[config.mk]
export PLATFORM = sky130hd
export DESIGN_NAME = store_buffer
export DESIGN_NICKNAME = d
export VERILOG_FILES = /design/src/rtl/store_buffer_pkg.sv /design/src/rtl/store_buffer.sv
export SDC_FILE = /design/constraint.sdc
export NUM_CORES = 1
export LEC_CHECK = 0
export CORE_UTILIZATION = 50
export CTS_BUF_LIST = sky130_fd_sc_hd__clkbuf_2 sky130_fd_sc_hd__clkbuf_4 sky130_fd_sc_hd__clkbuf_8
export DETAILED_ROUTE_END_ITERATION = 10
export PLACE_DENSITY = 0.81
export SETUP_SLACK_MARGIN = 0.02
export SLEW_MARGIN = 0
export SYNTH_ARGS = -nofsm -noshare
export SYNTH_HDL_FRONTEND = slang
export SYNTH_SLANG_ARGS = --single-unit
[constraint.sdc]
create_clock -name clk -period 3.5 [get_ports clk]
set_input_delay 0.35 -clock clk [delete_from_list [all_inputs] [get_ports clk]]
set_output_delay 0.35 -clock clk [all_outputs]
set_load 0.01 [all_outputs]
[src/rtl/store_buffer_pkg.sv]
// store_buffer_pkg: shared types and constants for the store buffer.
package store_buffer_pkg;

    // Stores and loads are word accesses, so the low address bits never take part in matching.
    localparam int WORD_LSB = 2;

    typedef enum logic [1:0] {
        PORT_IDLE,
        PORT_LOAD,
        PORT_DRAIN
    } port_owner_e;

endpackage

[src/rtl/store_buffer.sv]
// store_buffer: circular store FIFO between EX/MEM and data memory.
// It drains to memory when no load owns the port and forwards the youngest matching store to loads.
module store_buffer
    import store_buffer_pkg::*;
#(
    parameter int ADDRESS_WIDTH = 32,
    parameter int DATA_WIDTH    = 32,
    parameter int DEPTH         = 4
) (
    input  logic                     clk,
    input  logic                     rst_n,
    input  logic                     st_valid,
    input  logic [ADDRESS_WIDTH-1:0] st_addr,
    input  logic [DATA_WIDTH-1:0]    st_data,
    output logic                     st_ready,
    input  logic                     ld_valid,
    input  logic [ADDRESS_WIDTH-1:0] ld_addr,
    output logic                     ld_hit,
    output logic [DATA_WIDTH-1:0]    ld_fwd_data,
    output logic                     mem_write_en,
    output logic [ADDRESS_WIDTH-1:0] mem_addr,
    output logic [DATA_WIDTH-1:0]    mem_data_in,
    output logic                     empty
);

    localparam int PW = $clog2(DEPTH);
    localparam int CW = PW + 1;

    logic [ADDRESS_WIDTH-1:0] addr_q [DEPTH];
    logic [DATA_WIDTH-1:0]    data_q [DEPTH];
    logic [PW-1:0]            head_q, head_d, tail_q, tail_d;
    logic [CW-1:0]            count_q, count_d;
    port_owner_e              owner;
    logic                     enq, deq;

    assign st_ready = count_q != CW'(DEPTH);
    assign empty    = count_q == '0;
    assign enq      = st_valid && st_ready;

    always_comb begin
        owner        = ld_valid ? PORT_LOAD : (empty ? PORT_IDLE : PORT_DRAIN);
        deq          = owner == PORT_DRAIN;
        mem_write_en = deq;
        mem_addr     = owner == PORT_LOAD ? ld_addr : addr_q[head_q];
        mem_data_in  = data_q[head_q];
        head_d       = deq ? head_q + 1'b1 : head_q;
        tail_d       = enq ? tail_q + 1'b1 : tail_q;
        count_d      = count_q + CW'(enq) - CW'(deq);
    end

    // Scan oldest to youngest so the last match seen is the one closest to tail.
    always_comb begin
        ld_hit      = 1'b0;
        ld_fwd_data = '0;
        for (int i = 0; i < DEPTH; i++) begin
            if (CW'(i) < count_q &&
                addr_q[head_q + PW'(i)][ADDRESS_WIDTH-1:WORD_LSB] == ld_addr[ADDRESS_WIDTH-1:WORD_LSB]) begin
                ld_hit      = 1'b1;
                ld_fwd_data = data_q[head_q + PW'(i)];
            end
        end
    end

    always_ff @(posedge clk or negedge rst_n) begin
        if (!rst_n) begin
            head_q  <= '0;
            tail_q  <= '0;
            count_q <= '0;
        end else begin
            head_q  <= head_d;
            tail_q  <= tail_d;
            count_q <= count_d;
        end
    end

    always_ff @(posedge clk) begin
        if (enq) begin
            addr_q[tail_q] <= st_addr;
            data_q[tail_q] <= st_data;
        end
    end

endmodule

==> flow_summary.ini <==
[detailed_routing]
drtIter0Drc = 2241
vias_per_cell = 6.40
routed_wl_microns = 66000
first_pass_iters = 6
ant_nets = 0
vias = 16373
avgRoutedWirePerCell_microns = 25.8
drc = 0

[layout]
utilization = 0.707
syn2layout_area_growth_pct = 38.4
final_area_sq_um = 24600
nets = 2176
drive_above_1_share = 0.354

[die]
die_width_microns = 191
coreArea_sq_um = 34800
die_y_microns = 191
initial_core_util = 0.511
fp-row-count = 68
dieArea_sq_um = 36300
boundaryPins = 200

[clock_network]
clock-sinks = 263
numCtsBuffers = 46
path_clk_slew_ns = 0.06
insertion_delay_ns = 0.63
cts_buffer_depth = 3
cts_max_level = 2
cts_tree = built
cts_hold_buf = 0
root_buffer = clkbuf_8

[sta]
finalWorstSetupSlack_ns = -0.993
finalHoldViolations = 0
rsz0062_at_grt = true
worstMarginPinSlew_ns = 0.882
finalCriticalPeriod_ns = 4.49
slew_headroom = 0.408
finalSetupViolCount = 33
fmax_mhz = 223
drv_slew = 0
fin_skew_ns = 0.0271
fin_crit_sh = 1.28

[synthesis]
async_reset_ff_frac = 0.0266
syn_area_sq_um = 17800
ys_ff_latch = 263
syn_area_per_cell_sq_um = 11.2
synth_warnings = 0
syn_inst = 1586
ys_seq_area_frac = 0.442
synth-edff-count = 256
ys_types = 74
mappedNetlistNets = 1695
ys.flop_type = edfxtp_1

[critical_path]
reg2reg_depth = 9
reg2reg_to = count_q[2]$_DFF_PN0_
end_kind = output pin
cp.required_ns = 3.15
crit_path_end = ld_fwd_data[2]
reg2reg_from = count_q[1]$_DFF_PN0_
worstPathArrival_ns = 4.14
ff2ff_setup_slack_ns = 1.22
cp_max_fo = 13
critPathLaunch = head_q[0]$_DFFE_PN0P_
criticalPathCategory = flip-flop to output pin
crit_path_start_kind = flip-flop

[power_and_ir_drop]
p_per_area_nw_per_um2 = 807
ir_drop_v = 0.000552
power_w = 0.0198
power.leakage_nw = 9.80

[outcome]
outcome = finished with violations
violations = negative setup slack

[global_route]
grt_pass1_wl_microns = 93800
grt_pass1_vias = 15931
gr-total-overflow = 0
antenna_found_initial = 2
grt_usage = 0.343
grt_max_degree = 86

[worst_hold_path]
hold_path_class = input port to asynchronous set/reset pin

[place]
routabilityCongestion = 1.02
hpwl_microns = 42400
dpl-instance-area_sq_um = 22500
io_buffers = 199

[job]
drv_cap = 0
-- kinds of logic (layout without fill, tap and decap cells) --
| kind of cell | count (synthesis) | in the layout | synth area share |
|---|---|---|---|
| compound gates | 354 | 354 | 0.142 |
| xor+xnor | 96 | 96 | 0.0473 |
| fa+ha+maj | 9 | 9 | 0.00676 |
| buf+inv | 169 | 683 | 0.0500 |
| flops | 263 | 263 | 0.442 |
| mux | 321 | 321 | 0.211 |
| other cells | 0 | 3 | 0 |
| simple gates | 374 | 374 | 0.100 |
-- metrics by stage --
step           setup slack (ns)  std cells  hold WS [ns]  TNS (ns)
4_1_cts                  -0.968       2542        0.0372    -28.91
3_5_place_dp             -0.894       2438         0.553    -26.00
5_1_grt                   -1.07       2557        0.0640    -33.44
3_3_place_gp             -0.829       2438         0.548    -23.58
6_report                 -0.993       2558        0.0492    -30.92
2_1_floorplan             0.250       1586        0.0544         0
-- how the worst min path moves through the flow --
| stage | start | end | slack [ns] | depth (start not counted) |
|---|---|---|---|---|
| final | rst_n | head_q[1]$_DFFE_PN0P_ | 0.05 | 1 |
| after floorplan | rst_n | count_q[0]$_DFF_PN0_ | 0.05 | 0 |
| after detailed placement | count_q[0]$_DFF_PN0_ | count_q[0]$_DFF_PN0_ | 0.55 | 1 |
| after global placement | count_q[0]$_DFF_PN0_ | count_q[0]$_DFF_PN0_ | 0.55 | 1 |
| after global routing | rst_n | head_q[1]$_DFFE_PN0P_ | 0.06 | 1 |
| after CTS | rst_n | head_q[1]$_DFFE_PN0P_ | 0.04 | 1 |
-- routing by layer --
layer  wire (microns)  vias up  part of all wire  global-route usage
met5                0        -                 0                   0
met4             3160        0             0.048               0.139
met3             7100      267              0.11              0.0585
met2            30000     1086              0.45               0.551
met1            25800     7971              0.39               0.461
li1                 -     7049                 -                   -
-- flip-flops by register name (all words and copies together), names as in the netlist --
register and count:
tail_q 2, count_q 3, data_q 128, addr_q 128, head_q 2
-- where the power goes --
group	leakage, nW	internal [W]	switching (W)
clock network	0.493	0.00161	0.00131
registers	2.43	0.00419	0.000349
logic	6.88	0.00601	0.00637
-- worst max-delay path, cell delays in order, from the launching register on --
cell and delay (ns):
dfrtp_4 0.54, buf_6 0.15, buf_6 0.11, buf_6 0.11, buf_6 0.15, inv_8 0.10, buf_6 0.14, mux2_2 0.35
a211oi_1 0.28, o21ai_1 0.15, a211oi_4 0.30, nand3_4 0.28, buf_12 0.25, o21a_1 0.20, a22oi_2 0.22, buf_2 0.18
-- cell usage after synthesis, drive strengths merged (33+ instances only) --
library cell / instances / area [sq um]
edfxtp: 256 / 7690
mux2i: 217 / 2200
nor2: 151 / 567
buf: 78 / 548
mux2: 71 / 800
o21ai: 71 / 355
nand3: 69 / 345
clkbuf: 68 / 255
xnor2: 66 / 578
nand2: 52 / 195
a21oi: 44 / 220
a22oi: 41 / 308
and3: 37 / 231
a21o: 34 / 255
mux4: 33 / 747
o31a: 33 / 289
-- final cells by class --
class | instances | area, sq um
diodes | 3 | 7.51
clock buffers | 60 | 744
clock inverters | 21 | 178
fillers | 2352 | 10200
inverters | 23 | 93.8
multi-input cells | 1154 | 9700
flip-flops and latches | 263 | 7870
well taps | 455 | 569
repair buffers | 579 | 5440
-- what timing repair did --
| action | 4_1_cts | 5_1_grt |
|---|---|---|
| cloned | 8 | 8 |
| pin swaps | 26 | 25 |
| buffers inserted | 16 | 6 |
| setup endpoints to repair | 63 | 60 |
| resized for setup | 246 | 83 |
-- cells in the final DEF (no fill, tap or decap), types with 7 or more instances in the layout --
| cell type | count |
|---|---|
| buf_2 | 32 |
| clkinv_1 | 11 |
| clkinv_2 | 8 |
| o21ai_2 | 11 |
| o21ai_1 | 25 |
| mux2i_2 | 11 |
| xor2_1 | 28 |
| clkbuf_4 | 13 |
| nor2_1 | 150 |
| a22oi_1 | 13 |
| mux2i_1 | 199 |
| buf_6 | 23 |
| and3_1 | 31 |
| o21ai_0 | 35 |
| nor3_1 | 9 |
| nand2_1 | 52 |
| nand4_1 | 12 |
| clkdlybuf4s50_1 | 164 |
| mux2i_4 | 7 |
| buf_16 | 10 |
| o31a_1 | 33 |
| edfxtp_1 | 256 |
| o22ai_1 | 10 |
| mux4_2 | 32 |
| xnor2_1 | 61 |
| a21o_1 | 34 |
| nand3_2 | 16 |
| buf_12 | 25 |
| clkbuf_8 | 47 |
| buf_4 | 311 |
| a22oi_2 | 28 |
| mux2_2 | 69 |
| o21a_1 | 32 |
| a21oi_1 | 42 |
| ha_1 | 8 |
| a31o_2 | 32 |
| inv_1 | 19 |
| nand3_1 | 50 |
(Power assumes the default switching activity.)
